[src/rtl/map_cfg_seq_pkg.sv]
// ---------------------------------------------------------------------------
// map_cfg_seq_pkg
// Shared mapper definitions: the reconfiguration FSM state enum, the
// mapper-core selection codes driven into the hub, and the configuration
// byte bundle used to describe the active/shadow register set.
// ---------------------------------------------------------------------------
package map_cfg_seq_pkg;

    // Reconfiguration sequencer states
    typedef enum logic [1:0] {
        ST_IDLE   = 2'd0,
        ST_HOLD   = 2'd1,
        ST_APPLY  = 2'd2,
        ST_SETTLE = 2'd3
    } seq_state_t;

    // Mapper-core selection codes (hub steering)
    localparam logic [3:0] CORE_NOM = 4'd0;  // nominal core, any unlisted index
    localparam logic [3:0] CORE_C1  = 4'd1;  // 79, 113, 146
    localparam logic [3:0] CORE_C2  = 4'd2;  // 90, 209, 211
    localparam logic [3:0] CORE_C3  = 4'd3;  // 133
    localparam logic [3:0] CORE_C4  = 4'd4;  // 137, 138, 139, 141
    localparam logic [3:0] CORE_C5  = 4'd5;  // 147
    localparam logic [3:0] CORE_C6  = 4'd6;  // 148
    localparam logic [3:0] CORE_C7  = 4'd7;  // 150, 243

    // Shadow register indices
    localparam logic [1:0] CFG_MAP_IDX = 2'd0;
    localparam logic [1:0] CFG_PRG_MSK = 2'd1;
    localparam logic [1:0] CFG_CHR_MSK = 2'd2;
    localparam logic [1:0] CFG_FLAGS   = 2'd3;

    // Mapper configuration as seen by the cores
    typedef struct packed {
        logic [7:0] map_idx;
        logic [7:0] prg_msk;
        logic [7:0] chr_msk;
        logic [7:0] flags;
    } map_cfg_t;

endpackage

[src/rtl/map_core_dec.sv]
// ---------------------------------------------------------------------------
// map_core_dec
// Combinational decode of a mapper index into a mapper-core selection code.
// Ports:
//   i_map_idx  [7:0]  mapper index
//   o_core_sel [3:0]  core selection code (CORE_* in map_cfg_seq_pkg)
// ---------------------------------------------------------------------------
module map_core_dec
    import map_cfg_seq_pkg::*;
(
    input  logic [7:0] i_map_idx,
    output logic [3:0] o_core_sel
);

    always_comb begin
        o_core_sel = CORE_NOM;
        case (i_map_idx)
            8'd79,  8'd113, 8'd146:          o_core_sel = CORE_C1;
            8'd90,  8'd209, 8'd211:          o_core_sel = CORE_C2;
            8'd133:                          o_core_sel = CORE_C3;
            8'd137, 8'd138, 8'd139, 8'd141:  o_core_sel = CORE_C4;
            8'd147:                          o_core_sel = CORE_C5;
            8'd148:                          o_core_sel = CORE_C6;
            8'd150, 8'd243:                  o_core_sel = CORE_C7;
            default:                         o_core_sel = CORE_NOM;
        endcase
    end

endmodule

[src/rtl/map_cfg_seq.sv]
// ---------------------------------------------------------------------------
// map_cfg_seq
// Mapper reconfiguration sequencer. Configuration bytes are written into a
// shadow set while idle; a commit holds the mapper cores in reset, swaps
// shadow into active, lets the cores settle, then releases reset.
// Ports:
//   clk, rst (async, active high)
//   cfg_we, cfg_addr[1:0], cfg_di[7:0]  shadow byte write (idle only)
//   commit                              request shadow-to-active swap
//   map_idx, prg_msk, chr_msk, flags    active configuration bytes
//   core_sel[3:0]                       registered mapper-core selection
//   map_rst                             reset to mapper cores
//   busy, done, err                     sequencer status
// ---------------------------------------------------------------------------
module map_cfg_seq
    import map_cfg_seq_pkg::*;
#(
    parameter int RST_CYC    = 16,
    parameter int SETTLE_CYC = 4
) (
    input  logic       clk,
    input  logic       rst,
    input  logic       cfg_we,
    input  logic [1:0] cfg_addr,
    input  logic [7:0] cfg_di,
    input  logic       commit,
    output logic [7:0] map_idx,
    output logic [7:0] prg_msk,
    output logic [7:0] chr_msk,
    output logic [7:0] flags,
    output logic [3:0] core_sel,
    output logic       map_rst,
    output logic       busy,
    output logic       done,
    output logic       err
);

    localparam logic [7:0] RST_LOAD    = 8'(RST_CYC - 1);
    localparam logic [7:0] SETTLE_LOAD = 8'(SETTLE_CYC - 1);

    seq_state_t r_state;
    logic [7:0] r_cnt;
    logic [7:0] r_shadow [4];
    logic [7:0] r_active [4];
    logic [3:0] r_core_sel;
    logic       r_map_rst;
    logic       r_busy;
    logic       r_done;
    logic       r_err;
    logic [3:0] w_core_sel;

    // Decode from the shadow index so the registered code lands together
    // with the bytes it describes.
    map_core_dec u_core_dec (
        .i_map_idx  (r_shadow[CFG_MAP_IDX]),
        .o_core_sel (w_core_sel)
    );

    // Shadow bytes accept writes only while idle; a write issued together
    // with a commit lands on the same edge, long before APPLY reads it.
    for (genvar gi = 0; gi < 4; gi++) begin : g_shadow
        always_ff @(posedge clk or posedge rst) begin
            if (rst) begin
                r_shadow[gi] <= 8'h00;
            end else if (cfg_we && (r_state == ST_IDLE) && (cfg_addr == 2'(gi))) begin
                r_shadow[gi] <= cfg_di;
            end
        end
    end

    always_ff @(posedge clk or posedge rst) begin
        if (rst) begin
            r_state    <= ST_IDLE;
            r_cnt      <= 8'd0;
            r_core_sel <= CORE_NOM;
            r_map_rst  <= 1'b1;   // cores stay in reset until the first commit completes
            r_busy     <= 1'b0;
            r_done     <= 1'b0;
            r_err      <= 1'b0;
            for (int i = 0; i < 4; i++) begin
                r_active[i] <= 8'h00;
            end
        end else begin
            r_done <= 1'b0;

            // Anything arriving while the sequence runs is dropped and flagged
            if ((r_state != ST_IDLE) && (cfg_we || commit)) begin
                r_err <= 1'b1;
            end

            case (r_state)
                ST_IDLE: begin
                    if (commit) begin
                        r_state   <= ST_HOLD;
                        r_cnt     <= RST_LOAD;
                        r_map_rst <= 1'b1;
                        r_busy    <= 1'b1;
                    end
                end
                ST_HOLD: begin
                    if (r_cnt == 8'd0) begin
                        r_state <= ST_APPLY;
                    end else begin
                        r_cnt <= r_cnt - 8'd1;
                    end
                end
                ST_APPLY: begin
                    for (int i = 0; i < 4; i++) begin
                        r_active[i] <= r_shadow[i];
                    end
                    r_core_sel <= w_core_sel;
                    r_cnt      <= SETTLE_LOAD;
                    r_state    <= ST_SETTLE;
                end
                ST_SETTLE: begin
                    if (r_cnt == 8'd0) begin
                        r_state   <= ST_IDLE;
                        r_map_rst <= 1'b0;
                        r_busy    <= 1'b0;
                        r_done    <= 1'b1;
                    end else begin
                        r_cnt <= r_cnt - 8'd1;
                    end
                end
                default: begin
                    r_state <= ST_IDLE;
                end
            endcase
        end
    end

    assign map_idx  = r_active[CFG_MAP_IDX];
    assign prg_msk  = r_active[CFG_PRG_MSK];
    assign chr_msk  = r_active[CFG_CHR_MSK];
    assign flags    = r_active[CFG_FLAGS];
    assign core_sel = r_core_sel;
    assign map_rst  = r_map_rst;
    assign busy     = r_busy;
    assign done     = r_done;
    assign err      = r_err;

endmodule

[config.mk]
export PLATFORM = sky130hd
export DESIGN_NAME = map_cfg_seq
export DESIGN_NICKNAME = d
export VERILOG_FILES = /design/src/rtl/map_cfg_seq_pkg.sv /design/src/rtl/map_core_dec.sv /design/src/rtl/map_cfg_seq.sv
export SDC_FILE = /design/constraint.sdc
export NUM_CORES = 1
export LEC_CHECK = 0
export ABC_AREA = 1
export ABC_CLOCK_PERIOD_IN_PS = 3400
export BUFFER_PORTS_ARGS = -buffer_cell sky130_fd_sc_hd__buf_4
export CAP_MARGIN = 25
export CORE_ASPECT_RATIO = 1.5
export CORE_UTILIZATION = 63
export CTS_BUF_LIST = sky130_fd_sc_hd__clkbuf_8
export CTS_CLUSTER_DIAMETER = 30
export DETAILED_ROUTE_END_ITERATION = 6
export GPL_TIMING_DRIVEN = 0
export PLACE_DENSITY = 0.94
export SLEW_MARGIN = 20
export SYNTH_ARGS = -nofsm -noshare
export SYNTH_HDL_FRONTEND = slang
export SYNTH_SLANG_ARGS = --single-unit
[constraint.sdc]
create_clock -name clk -period 3.4 [get_ports clk]
set_input_delay 0.34 -clock clk [delete_from_list [all_inputs] [get_ports clk]]
set_output_delay 0.34 -clock clk [all_outputs]
set_load 0.01 [all_outputs]
==> impl_metrics.tcl, run 1 <==
set metrics [dict create \
    status "finished clean" \
    die_area_um2 6050 \
    cp.arrival_ns 2.04 \
    syn_inst 426 \
    drtIter0Drc 348 \
    rsz0062_at_grt "false" \
    hold_viol 0 \
    routedWlPerCell_um 15.6 \
    fin_crit_ns 1.81 \
    grt-ovfl-total 0 \
    synthTopCellsByArea "dfrtp_1 (55%), nand2_1 (16%), inv_1 (4.0%), nor2_1 (3.5%), o21ai_1 (3.3%)" \
    initial_core_util_pct 65.8 \
    grtUsageTotal_pct 32.7 \
    coreArea_um2 5490 \
    holdPathEnd "r_shadow[7]$_DFFE_PP0P_" \
    critPathRequiredTime_ns 3.63 \
    min_path_cells 3 \
    yosys-top-cells-count "nand2_1 (158), dfrtp_1 (80), inv_1 (39)" \
    post-route-period-util_pct 53.1 \
    cts_tree "yes" \
    tns_ns 0 \
    async_reset_ff_share_pct 100 \
    via_per_inst 5.52 \
    cp_slowest_cell "dfrtp_1" \
    numClockSinks 81 \
    die_w_um 63.8 \
    syn_to_final_growth_pct 19.1 \
    ys_warn_count 0 \
    dp_cells 549 \
    total_power_mw 4.03 \
    clk_pin_slew_ns 0.08 \
    port_buffers 52 \
    num_vias 3122 \
    die_h_um 94.8 \
    yosysMostFrequentCell "nand2_1" \
    end_kind "register" \
    clkLatencyLatePin_ns 0.36 \
    clock_skew_ns 0.00643 \
    first_global_vias 3162 \
    numCtsBuffers 9 \
    fmax_ghz 0.554 \
    grt_pass1_wl_mm 14.6 \
    syn_avg_cell_area_um2 8.49 \
    gp_congestion 0.845 \
    crit_type "register to register" \
    p_int_mw 2.32 \
    syn-num-nets 446 \
    drv_slew 0 \
    p_leak_nw 2.26 \
    hp-class "primary input to register" \
    dp_hpwl_mm 6.04 \
    place_area_um2 4120 \
    power_frac_seq_pct 42.3 \
    remaining_drc_errors 0 \
    syn_area_um2 3610 \
    reg2reg_from "r_state[0]$_DFFE_PP0P_" \
    instances_no_fill 566 \
    final_layout_size_suffix_gt1_share_pct 20.2 \
    ys.flop_type "dfrtp_1" \
    fillers 360 \
    maxCapViolCount 0 \
    crit_fanout 10 \
    drtPass1Iterations 5 \
    setup-violations-final 0 \
    clkPwrFrac_pct 16.0 \
    p_switching_mw 1.71 \
    nets 511 \
    vdd_drop_max_uv 584 \
    rows 33 \
    rr_worst_depth 8 \
    worst_setup_path_start_kind "register" \
    cts-root-buf "clkbuf_8" \
    r2r_end "r_shadow[24]$_DFFE_PP0P_" \
    cp_slowest_stage_delay_ns 0.47 \
    grt_max_degree 46 \
    stdcell_area_um2 4300 \
    drt-total-wl_mm 8.84 \
    dp_slack_ns 1.65 \
    p_per_area_nw_per_um2 937 \
    sw_frac_of_total_pct 42.4 \
    yosysUniqueCellTypes 30 \
    worstPathCellList "inv_1 -> ha_1 -> nand2_2 -> inv_2 -> nand3_4 -> buf_2 -> nand2_1 -> o21ai_0" \
    fin_util_pct 78.4 \
    io-pin-count 54 \
    power_frac_comb_pct 41.8 \
    yosysTopAreaCell "dfrtp_1" \
    diodes 0 \
    h-tree-depth 3 \
    yosysTopAreaCellShare_pct 55.4 \
    ant_nets 0 \
    min_from "cfg_di[7]" \
    reg2reg_slack_ns 1.59 \
    synth-edff-count 0 \
    antenna_found_initial 0 \
    worst_slack_ns 1.59 \
    synth_seq_cells 81 \
    holdWs_ns 0.217 \
    clockBufferDepth 2 \
    ys_seq_area_share_pct 56.1 \
]
[critical path, delay by kind of cell, from the launching register on]
| kind | cells | cell delay, ns |
|---|---|---|
| DFF | 1 | 0.47 |
| AOI/OAI and AO/OA | 1 | 0.10 |
| and+or+nand+nor | 3 | 0.33 |
| adders and majority gates | 1 | 0.28 |
| buffers and inverters | 3 | 0.50 |
[sequential cells by signal, indices dropped and copies added, names as in the netlist, 2 cells and up]
name      flops
chr_msk       8
core_sel      3
flags         8
map_idx       8
prg_msk       8
r_cnt         8
r_shadow     32
r_state       2
[cells in the final DEF (no fill, tap or decap), types with 2 or more instances in the layout]
cell type | Yosys | layout
inv_6 | 0 | 2
dfrtp_1 | 80 | 80
nand3_2 | 2 | 2
inv_2 | 4 | 4
o21ai_0 | 22 | 22
nand2_1 | 158 | 158
buf_4 | 1 | 53
a21oi_1 | 11 | 11
inv_1 | 39 | 38
buf_6 | 4 | 4
nand2_2 | 4 | 4
xor2_1 | 3 | 3
clkbuf_8 | 0 | 9
clkinvlp_4 | 0 | 2
buf_2 | 3 | 3
clkinv_4 | 0 | 2
nand3_1 | 10 | 10
ha_1 | 6 | 6
nor2_2 | 4 | 4
clkbuf_1 | 5 | 5
nor2_1 | 34 | 34
o21ai_1 | 24 | 24
[metal layers]
metal / GRT usage, % / routed length, µm / vias up
li1: - / - / 1454
met4: 20.3 / 381 / 0
met2: 57.8 / 4800 / 128
met5: 0 / 0 / -
met3: 6.40 / 427 / 41
met1: 35.6 / 3230 / 1499
[final cells by class]
| cell class | instances | area (µm²) | area share (%) |
|---|---|---|---|
| Multi-Input combinational cell | 289 | 1340 | 31.1 |
| Tap cell | 70 | 87.6 | 2.03 |
| Sequential cell | 81 | 2030 | 47.1 |
| Inverter | 43 | 164 | 3.81 |
| Clock buffer | 9 | 124 | 2.88 |
| Buffer | 13 | 86.3 | 2.01 |
| Clock inverter | 7 | 55.1 | 1.28 |
| Timing Repair Buffer | 54 | 420 | 9.77 |
[power by group through the flow]
stage | Combinational (mW) | Clock (mW) | Sequential [mW]
after floorplan | 0.982 | 0 | 1.71
after global placement | 1.53 | 0 | 1.67
final | 1.68 | 0.645 | 1.70
after CTS | 1.67 | 0.648 | 1.68
after global routing | 1.88 | 0.682 | 1.75
after detailed placement | 1.63 | 0 | 1.69
[logic make-up after synthesis]
family                   synth area share, %
XOR/XNOR                               0.727
other                                  0.104
adder cells (fa/ha/maj)                 2.08
AO/OA/AOI/OAI                           9.03
buffers and inverters                   6.85
AND/OR/NAND/NOR                         25.1
flip-flops                              56.1
[how the worst max path moves through the flow]
stage,startpoint,to,slack [ns],cells past startpoint
4_1_cts,r_state[0]$_DFFE_PP0P_,r_cnt[4]$_DFFE_PP0P_,1.63,9
3_5_place_dp,r_state[0]$_DFFE_PP0P_,r_cnt[4]$_DFFE_PP0P_,1.65,9
6_report,r_state[0]$_DFFE_PP0P_,r_shadow[24]$_DFFE_PP0P_,1.59,8
3_3_place_gp,rst,prg_msk[4]$_DFFE_PP0P_,0.20,2
5_1_grt,r_state[0]$_DFFE_PP0P_,r_cnt[7]$_DFFE_PP0P_,1.43,9
2_1_floorplan,rst,busy$_DFFE_PP0P_,0.98,1
[timing repair]
action / 4_1_cts / 5_1_grt
hold endpoints to repair: 11 / 0
resized for setup: 0 / 0
hold buffers: 1 / 0
setup buffers: 0 / 0
Power figures use the tool's default switching activity.
==> run 2: changes to the inputs <==
- ABC_CLOCK_PERIOD_IN_PS: 3400 -> 1750
- CORE_UTILIZATION: 63 -> 59
- PLACE_DENSITY: 0.94 -> 0.89
- clock period: 3.4 -> 1.75 ns (I/O delays scaled with it)
==> run 2 against run 1 <==
Fmax is 9.2% higher. Global-route usage down 3.6 points. Clock skew grew 0.00061 ns. Power is 100% higher. Register-to-register slack got worse by 1.5 ns. Worst hold slack worse by 0.14 ns. Count of clock-buffer cells in the layout grew 1. Non-clock buffer count increased by 2. Cell area rose by 2.8%. Final cell count grew 0.71%. Largest cell class unchanged.
==> impl_metrics.tcl, run 2 (synthesis gave the netlist of run 1 again) <==
set metrics [dict create \
    numCtsBuffers 9 \
    antenna_found_initial 0 \
    gp_congestion 0.877 \
    grt_util_met1_pct 33.0 \
    grt_most_used_layer "met2" \
    hp-class "primary input to register" \
    hold_viol 0 \
    largest_reg_flops 32 \
    grt_pass1_wl_mm 14.0 \
    r2r_end "r_shadow[16]$_DFFE_PP0P_" \
    cts_tree "yes" \
    clockBufferDepth 2 \
    clk_pin_slew_ns 0.08 \
    p_per_area_nw_per_um2 1850 \
    worst_slack_ns 0.0964 \
    fin_crit_ns 1.65 \
    rr_worst_depth 8 \
    critPathRequiredTime_ns 1.98 \
    tightest_slew_ns 0.578 \
    worst_setup_path_start_kind "register" \
    end_kind "register" \
    grt-ovfl-total 0 \
    num_vias 3027 \
    layout_common_cells "nand2_1 (158), dfrtp_1 (79), buf_4 (54)" \
    h-tree-depth 3 \
    maxCapViolCount 0 \
    coreArea_um2 5870 \
    nets 513 \
    port_buffers 52 \
    gr-usage-met3_pct 5.02 \
    min_from "cfg_di[7]" \
    die_w_um 65.9 \
    total_power_mw 8.18 \
    syn_to_final_growth_pct 22.4 \
    top_register "r_shadow" \
    io-pin-count 54 \
    tns_ns 0 \
    p_leak_nw 2.32 \
    routedWlPerCell_um 14.5 \
    remaining_drc_errors 0 \
    cts-root-buf "clkbuf_8" \
    fmax_ghz 0.605 \
    diodes 0 \
    grt_util_met2_pct 50.7 \
    clock_skew_ns 0.00704 \
    reg2reg_slack_ns 0.1 \
    layout_commonest_cell "nand2_1" \
    ant_nets 0 \
    clkLatencyLatePin_ns 0.35 \
    grtUsageTotal_pct 29.1 \
    worstSetupStartpoint "r_state[0]$_DFFE_PP0P_" \
    die_h_um 97.9 \
    rows 34 \
    min_path_cells 3 \
    drv_slew 0 \
    drt-total-wl_mm 8.29 \
    dp_hpwl_mm 5.90 \
    setup-violations-final 0 \
    holdPathEnd "r_shadow[7]$_DFFE_PP0P_" \
    drtPass1Iterations 4 \
    final_layout_size_suffix_gt1_share_pct 21.5 \
    grt_max_degree 32 \
    numClockSinks 81 \
    vdd_drop_max_uv 1040 \
    crit_type "register to register" \
    slew_headroom_pct 61.4 \
    rsz0062_at_grt "false" \
    first_global_vias 3114 \
    initial_core_util_pct 61.6 \
    reg2reg_from "r_state[0]$_DFFE_PP0P_" \
    dp_slack_ns 0.00610 \
    post-route-period-util_pct 94.5 \
    die_area_um2 6450 \
    status "finished clean" \
    cp.arrival_ns 1.89 \
    via_per_inst 5.31 \
    crit_fanout 10 \
    drtIter0Drc 207 \
]
run 2: cell types whose count changed in the layout (fill, tap and decap cells not counted), moves of 2 or more:
cell	delta
bufinv_16	+3
clkbuf_1	-2
clkbuf_2	+2
inv_6	-2
run 2: worst max-delay path by stage:
| stage | endpoint | slack, ns | cells after the start |
|---|---|---|---|
| 2_1_floorplan | r_cnt[4]$_DFFE_PP0P_ | 0.29 | 9 |
| 3_3_place_gp | r_cnt[6]$_DFFE_PP0P_ | 0.1 | 9 |
| 3_5_place_dp | r_cnt[6]$_DFFE_PP0P_ | 0.006 | 9 |
| 4_1_cts | r_shadow[7]$_DFFE_PP0P_ | 0.02 | 7 |
| 5_1_grt | prg_msk[2]$_DFFE_PP0P_ | 0.007 | 6 |
| 6_report | r_shadow[16]$_DFFE_PP0P_ | 0.1 | 8 |
run 2: final cells by class:
type | instances | area (µm²)
clock inverter | 6 | 115
timing repair buffer | 56 | 455
inverter | 43 | 165
fill | 397 | 1450
sequential | 81 | 2030
multi-input combinational | 289 | 1340
tap | 72 | 90.1
clock buffer | 10 | 138
buffer | 13 | 88.8
run 2: critical path, stage by stage, from the launching register on:
cell and delay [ns]:
dfrtp_2 0.48, inv_2 0.12, ha_2 0.22, nand2_2 0.10, inv_2 0.12, nand3_2 0.17
buf_6 0.20, nand2_1 0.05, o21ai_1 0.06
run 2: repair_timing:
item	CTS	global route
pin swaps	0	1
hold endpoints to repair	24	0
setup buffers	0	1
setup endpoints to repair	17	60
gates resized for setup	1	6
hold buffers	1	0
run 2: through the flow:
stage	util, %	cell area [µm²]	std cells	hold WS, ns
2_1_floorplan	-	3620	426	0.296
3_3_place_gp	69.8	4100	550	0.398
3_5_place_dp	70.6	4150	552	0.274
4_1_cts	75.1	4410	569	0.0775
5_1_grt	75.3	4420	570	0.0815
6_report	75.3	4420	570	0.0744
run 2: report_power, final:
part	leakage, nW	internal, mW	switching (mW)
Sequential	1.01	2.70	0.573
Clock	0.123	0.991	0.685
Combinational	1.19	1.30	1.92
run 2: metal layers:
metal	share of wire [%]	vias up
li1	-	1454
met1	37	1453
met2	55	96
met3	4.8	24
met4	2.7	0
met5	0	-
